$ cat config.mk
export PLATFORM = sky130hd
export DESIGN_NAME = io_port_unit
export DESIGN_NICKNAME = d
export VERILOG_FILES = /design/src/rtl/io_pkg.sv /design/src/rtl/bit_sync.sv /design/src/rtl/io_port_unit.sv
export SDC_FILE = /design/constraint.sdc
export NUM_CORES = 1
export LEC_CHECK = 0
export ABC_AREA = 1
export CAP_MARGIN = 30
export CORE_UTILIZATION = 40
export CTS_CLUSTER_DIAMETER = 30
export DETAILED_ROUTE_END_ITERATION = 8
export PLACE_DENSITY = 0.63
export SLEW_MARGIN = 5
export SYNTH_ARGS = -nofsm -noshare
export SYNTH_HDL_FRONTEND = slang
export SYNTH_SLANG_ARGS = --single-unit
$ cat constraint.sdc
create_clock -name clk -period 2.1 [get_ports clk]
set_input_delay 0.42 -clock clk [delete_from_list [all_inputs] [get_ports clk]]
set_output_delay 0.42 -clock clk [all_outputs]
set_load 0.01 [all_outputs]
$ cat src/rtl/io_pkg.sv
// io_pkg: shared address map, frame FSM encoding and latch width for the I/O port unit.
package io_pkg;
  localparam int NUM_OUT = 8;
  localparam logic [3:0] ADDR_OUT_BASE = 4'd0;
  localparam logic [3:0] ADDR_SCR_BASE = 4'd8;
  localparam logic [3:0] ADDR_COMMIT = 4'd14;
  localparam logic [3:0] ADDR_STATUS = 4'd15;
  typedef enum logic {IDLE = 1'b0, PEND = 1'b1} frame_state_t;
endpackage

$ cat src/rtl/bit_sync.sv
// bit_sync: STAGES-deep flop chain per bit for asynchronous inputs, synchronous reset.
module bit_sync #(
  parameter int WIDTH = 8,
  parameter int STAGES = 2
) (
  input  logic             clk,
  input  logic             rst,
  input  logic [WIDTH-1:0] d,
  output logic [WIDTH-1:0] q
);
  logic [STAGES-1:0][WIDTH-1:0] stg;
  always_ff @(posedge clk)
    if (rst) stg <= '0;
    else stg <= {stg[STAGES-2:0], d};
  assign q = stg[STAGES-1];
endmodule

$ cat src/rtl/io_port_unit.sv
// io_port_unit: output/scratch latches, synced input reads and a committed frame handshake.
// Define IO_READBACK_EN to make reads at addresses 0-7 return the output latches.
import io_pkg::*;
module io_port_unit #(
  parameter int NUM_OUT = io_pkg::NUM_OUT,
  parameter int NUM_SCRATCH = 6,
  parameter int SYNC_STAGES = 2
) (
  input  logic               clk,
  input  logic               rst,
  input  logic [3:0]         addr,
  input  logic               write,
  input  logic               result,
  output logic               data,
  input  logic [7:0]         in_pins,
  output logic [NUM_OUT-1:0] out_pins,
  output logic               frame_valid,
  input  logic               frame_ready,
  output logic [NUM_OUT-1:0] frame_data,
  output logic               overflow
);
  frame_state_t state;
  logic [NUM_SCRATCH-1:0] scratch;
  logic [7:0] sync_in;
  logic [NUM_OUT-1:0] low_src;
  logic commit;
  bit_sync #(.WIDTH(8), .STAGES(SYNC_STAGES)) u_sync (
    .clk(clk),
    .rst(rst),
    .d(in_pins),
    .q(sync_in)
  );
  assign commit = write && addr == ADDR_COMMIT && result;
`ifdef IO_READBACK_EN
  assign low_src = out_pins;
`else
  assign low_src = sync_in;
`endif
  always_comb
    data = addr < ADDR_SCR_BASE ? low_src[addr[2:0]] :
           addr == ADDR_COMMIT ? frame_valid :
           addr == ADDR_STATUS ? overflow : scratch[addr[2:0]];
  always_ff @(posedge clk)
    if (rst) begin
      out_pins <= '0;
      scratch <= '0;
      state <= IDLE;
      frame_valid <= 1'b0;
      frame_data <= '0;
      overflow <= 1'b0;
    end else begin
      if (write && addr < ADDR_SCR_BASE) out_pins[addr[2:0]] <= result;
      if (write && addr >= ADDR_SCR_BASE && addr < ADDR_COMMIT) scratch[addr[2:0]] <= result;
      if (state == IDLE) begin
        if (commit) begin
          frame_data <= out_pins;
          frame_valid <= 1'b1;
          state <= PEND;
        end
      end else if (commit) begin
        // a commit landing on the accept edge replaces the retiring frame
        if (frame_ready) frame_data <= out_pins;
        else overflow <= 1'b1;
      end else if (frame_ready) begin
        frame_valid <= 1'b0;
        state <= IDLE;
      end
    end
endmodule
==> summary.txt, run 1 <==
Outcome -> completed
1st-pass router iterations -> 4
Number of distinct library cells after synthesis -> 19
CP dominant cell by count -> nand2_1
P_leak -> 0.9571 nW
Worst-Margin Slew -> 0.3756 ns
Mean Syn Cell Area -> 7.287 µm²
CP Max Fanout -> 5
Seq cells post-synth -> 41
# rows -> 23
Largest net degree at the start of global routing -> 30
Placed cell areas -> 0.002152 mm²
Fmax -> 506.7 MHz
Dpl cells -> 320
DP HPWL -> 2555 µm
Area of the mapped netlist -> 0.001654 mm²
Post-synth top area cell -> dfxtp_1
Final Critical Period -> 1.974 ns
Yosys warning count -> 0
Setup WS post-layout -> 0.1263 ns
Final instance area -> 0.002232 mm²
CP Class -> primary input to output pin
Final Max Slew Viols -> 0
Wirelength per Cell -> 10.62 µm
Total Routing Usage GR -> 18.55%
Vias in the first global route -> 1443
Vias per inst -> 4.649
Post-CTS setup buffers -> 0
Starting Density -> 41.65%
Post-synthesis sequential area ratio -> 49.62%
Post-Syn Instances -> 227
I/O Buffers -> 35
RSZ-0062 raised after global routing -> no
Non-Filler Instances -> 328
Residual DRC count -> 0
CTS tree -> yes
Pwr/cell area -> 644.4 mW/mm²
Startpoint Class -> primary input
Worst-case setup slack after placement -> -0.5156 ns
Routed Antenna Nets -> 0
Worst-Skew Late Latency -> 0.29 ns
Gpl congestion -> 0.7988
Setup crit end kind -> output pin
Top cells by area, synth -> dfxtp_1 50%, nand2_1 8.6%, a21oi_1 7.9%
Max_slew headroom -> 74.90%
Final critical-path share of the clock period -> 93.99%
DR vias -> 1525
CP peak stage delay -> 0.28 ns
Routed WL -> 3482 µm
Antenna violations before repair -> 0
Max cap viols -> 0
Ant diodes -> 0
CP Cell Sequence -> dlygate4sd2_1 -> nor2_1 -> buf_4 -> a21oi_1 -> nand2_1 -> nand2_1 -> nand2_1 -> nand2_1 -> nand2_1 -> clkdlybuf4s15_2
Reg clk slew, reported paths -> 0.07 ns
Top Ports -> 36
Die W -> 66.31 µm
VDD IR max -> 0.3905 mV
Synth Net Count -> 244
CP arrival -> 1.55 ns
Final setup vio count -> 0
Core footprint -> 0.003971 mm²
DRT iter0 DRCs -> 82
Clock Sinks -> 41
# hold bufs at CTS -> 0
CTS H-tree depth -> 2
Area share of the largest cell type after synthesis -> 49.62%
Final hold violation count -> 0
Commonest non-fill, non-tap cell in the layout -> dfxtp_1
CP max stage cell -> dlygate4sd2_1
CTS max path bufs -> 2
Worst Hold Class -> flop to flop
Layout area overhead -> 34.95%
Layout Skew -> 0.002077 ns
Die Y -> 66.31 µm
Overflow after GRT -> 0
Layout cell share with drive strength beyond 1 -> 11.15%
Clock buffers created by TritonCTS -> 5
Root Driver -> clkbuf_8
Crit path required time -> 1.68 ns
Global-route wire length before repair -> 6120 µm
Fill cells -> 385
Die area -> 0.004396 mm²
Most frequent cells in the layout -> 41 x dfxtp_1, 38 x nand2_1, 31 x inv_1, 31 x clkdlybuf4s50_1, 28 x nor2_1
Post-layout net count -> 294
[layout make-up]
type / instances / area, µm² / area share (%)
well taps: 50 / 62.56 / 2.803
clock buffers: 8 / 80.08 / 3.587
repair buffers: 51 / 467.9 / 20.96
flip-flops and latches: 41 / 820.8 / 36.77
multi-input cells: 144 / 673.1 / 30.16
inverters: 34 / 127.6 / 5.717
[synthesized netlist by cell type]
| cell type | instances |
|---|---|
| clkbuf_1 | 6 |
| o21ai_0 | 12 |
| dfxtp_1 | 41 |
| nor2_4 | 1 |
| nor2_8 | 1 |
| nand2_2 | 2 |
| inv_2 | 2 |
| nor3_1 | 2 |
| a21oi_1 | 26 |
| inv_1 | 32 |
| or2_1 | 1 |
| nand2_1 | 38 |
| buf_2 | 1 |
| nor4_1 | 2 |
| o21a_1 | 1 |
| nand4_1 | 3 |
| nand3_1 | 26 |
| nor2_1 | 29 |
| clkbuf_4 | 1 |
[report_power, final]
group	switching [mW]	internal, mW	total, mW
clock	0.250	0.236	0.486
sequential	0.00642	0.796	0.802
combinational	0.0805	0.0696	0.150
[stage by stage]
stage / TNS [ns] / utilization, % / total power [mW] / hold slack [ns]
6_report: 0 / 56.21 / 1.438 / 0.4014
2_1_floorplan: 0 / - / 0.8910 / 0.3883
4_1_cts: 0 / 56.30 / 1.453 / 0.4019
3_3_place_gp: -0.4728 / 54.19 / 0.9699 / 0.3886
5_1_grt: 0 / 56.21 / 1.505 / 0.4233
3_5_place_dp: -0.5156 / 54.19 / 0.9721 / 0.3916
[metal layers]
layer	share of wire, %	up-vias	track usage (%)
met4	0.75	0	8.777
met2	47	31	32.02
met1	48	671	21.52
met5	0	-	0
met3	3.7	2	4.138
li1	-	821	-
[sequential cells by signal, indices dropped and copies added, names as in the netlist]
signal / flops
out_pins: 8
overflow: 1
u_sync.q: 8
frame_data: 8
state: 1
frame_valid: 1
scratch: 6
u_sync.stg: 8
[what timing repair did]
action | CTS | global route
gates cloned | 0 | 0
endpoints found under the setup margin | 1 | 1
resized for setup | 9 | 2
[worst paths after layout]
path	startpoint	endpoint	depth (start not counted)	slack (ns)
min reg2reg	u_sync.stg[6]	u_sync.q[6]	2	0.40
max	addr[2]	data	10	0.13
min	u_sync.stg[6]	u_sync.q[6]	2	0.40
max reg2reg	state	frame_data[5]	4	0.99
[critical path: cells and delay by family]
| family | cells | cell delay (ns) |
|---|---|---|
| buffers and inverters | 3 | 0.64 |
| AO/OA/AOI/OAI | 1 | 0.13 |
| AND/OR/NAND/NOR | 6 | 0.36 |
[kinds of logic (layout without fill, tap and decap cells)]
group                  Yosys count  after routing  synth area share (%)
and+or+nand+nor                105            105                 28.59
buffers and inverters           42             93                 9.834
DFF                             41             41                 49.62
AOI/OAI and AO/OA               39             39                 11.95
Power figures use the tool's default switching activity.
==> run 2: changes to the inputs <==
Settings changed: REMOVE_ABC_BUFFERS from default to 1.
==> run 2 against run 1 <==
  * Register-to-register slack improved by 0.05 ns
  * Wire length rose by 1.2%
  * First-iteration DRC count rose by 1.2%
  * Critical endpoint unchanged
  * Largest cell class unchanged
==> summary.txt, run 2 (synthesized netlist as in run 1, its figures left out) <==
Gpl congestion -> 0.8435
Core footprint -> 0.003971 mm²
Post-layout net count -> 297
Final setup vio count -> 0
Clock Sinks -> 41
Pwr/cell area -> 647.1 mW/mm²
FF+latch area -> 820.8 µm²
Outcome -> completed
Total Routing Usage GR -> 18.61%
CTS max path bufs -> 2
Total negative setup slack -> 0 ns
Fill cells -> 396
Worst Hold Class -> flop to flop
Commonest non-fill, non-tap cell in the layout -> dfxtp_1
Reg clk slew, reported paths -> 0.07 ns
Die Y -> 66.31 µm
Layout area overhead -> 37.52%
Setup WS post-layout -> 0.1076 ns
CP peak stage delay -> 0.27 ns
Ant diodes -> 0
DR vias -> 1560
DRT iter0 DRCs -> 83
Antenna violations before repair -> 0
CP Class -> primary input to output pin
Crit path required time -> 1.68 ns
Routed WL -> 3523 µm
# rows -> 23
Routed Antenna Nets -> 0
Area of the multi-input gates -> 680.7 µm²
Residual DRC count -> 0
Largest net degree at the start of global routing -> 41
CP arrival -> 1.57 ns
Max_slew headroom -> 76.95%
Final hold slack -> 0.4009 ns
DP HPWL -> 2618 µm
1st-pass router iterations -> 4
Max cap viols -> 0
CP Max Fanout -> 3
Root Driver -> clkbuf_8
Top Family by Delay on Critical Path -> buffers and inverters
Fin util -> 57.28%
Wirelength per Cell -> 10.68 µm
Worst-Skew Late Latency -> 0.29 ns
Starting Density -> 41.65%
Final Max Slew Viols -> 0
Final Critical Period -> 1.992 ns
CP Cell Sequence -> dlygate4sd2_1 -> buf_4 -> nor2_4 -> nand2_1 -> nand2_1 -> nor2_1 -> nand2_1 -> nand2_1 -> nand2_1 -> dlygate4sd2_1
Clock buffers created by TritonCTS -> 5
# hold bufs at CTS -> 0
VDD IR max -> 0.4158 mV
Worst-Margin Slew -> 0.3450 ns
Final critical-path share of the clock period -> 94.88%
Crit path buffers/inverters -> 3
Layout cell share with drive strength beyond 1 -> 13.21%
I/O Buffers -> 35
Layout Skew -> 0.005954 ns
RSZ-0062 raised after global routing -> no
Overflow after GRT -> 0
CTS H-tree depth -> 2
CP max stage cell -> dlygate4sd2_1
Global-route wire length before repair -> 5968 µm
Final hold violation count -> 0
CTS tree -> yes
Worst-case setup slack after placement -> -0.4919 ns
Setup crit end kind -> output pin
CTS resizes -> 7
CP dominant cell by count -> nand2_1
P_leak -> 0.9799 nW
Fmax -> 501.9 MHz
Vias per inst -> 4.727
Post-CTS setup buffers -> 0
Die W -> 66.31 µm
Die area -> 0.004396 mm²
Most frequent cells in the layout -> 41 x dfxtp_1, 38 x nand2_1, 31 x inv_1, 31 x clkdlybuf4s50_1, 27 x nor2_1
Vias in the first global route -> 1366
Top Ports -> 36
Startpoint Class -> primary input
run 2: cell type report:
| cell class | instances | share of cell area, % |
|---|---|---|
| Tap cell | 50 | 2.750 |
| Clock buffer | 6 | 3.630 |
| Sequential cell | 41 | 36.08 |
| Multi-Input combinational cell | 144 | 29.92 |
| Clock inverter | 1 | 0.3300 |
| Inverter | 34 | 5.611 |
| Timing Repair Buffer | 54 | 21.67 |
run 2: final timing paths:
| kind | start | end | slack, ns | cells after the start |
|---|---|---|---|---|
| setup / recovery | addr[0] | data | 0.11 | 10 |
| hold / removal | u_sync.stg[0] | u_sync.q[0] | 0.40 | 2 |
| setup reg to reg | state | frame_data[2] | 1.04 | 4 |
| hold reg to reg | u_sync.stg[0] | u_sync.q[0] | 0.40 | 2 |
run 2: report_power, final:
| part | internal (mW) | switching, mW | leakage (nW) |
|---|---|---|---|
| logic | 0.0743 | 0.0831 | 0.603 |
| clock network | 0.259 | 0.253 | 0.0433 |
| registers | 0.796 | 0.00680 | 0.334 |
| total | 1.13 | 0.343 | 0.980 |
run 2: per-layer routing:
layer / GRT usage (%) / wire [µm] / share of wire (%) / vias to the layer above
met5: 0 / 0 / 0 / -
met4: 8.511 / 64 / 1.8 / 0
met3: 5.690 / 146 / 4.1 / 7
met2: 30.99 / 1653 / 47 / 26
met1: 21.69 / 1659 / 47 / 701
li1: - / - / - / 826
run 2: worst min-delay path, cell delays in order (launching register included):
cell and delay (ns):
dfxtp_1 0.30, inv_1 0.04, nor2_1 0.03
run 2: metrics by stage:
stage,cells,cell area (µm²),power [mW]
final,330,2275,1.472
after global routing,330,2275,1.551
after CTS,330,2277,1.490
after detailed placement,323,2187,0.9796
after global placement,323,2187,0.9780
after floorplan,219,1619,0.8748
==> run 3: changes to the inputs <==
Settings changed: CTS_CLUSTER_SIZE from default to 20.
==> results of run 3 <==
Final layout, timing and power as in run 2 (identical DEF).
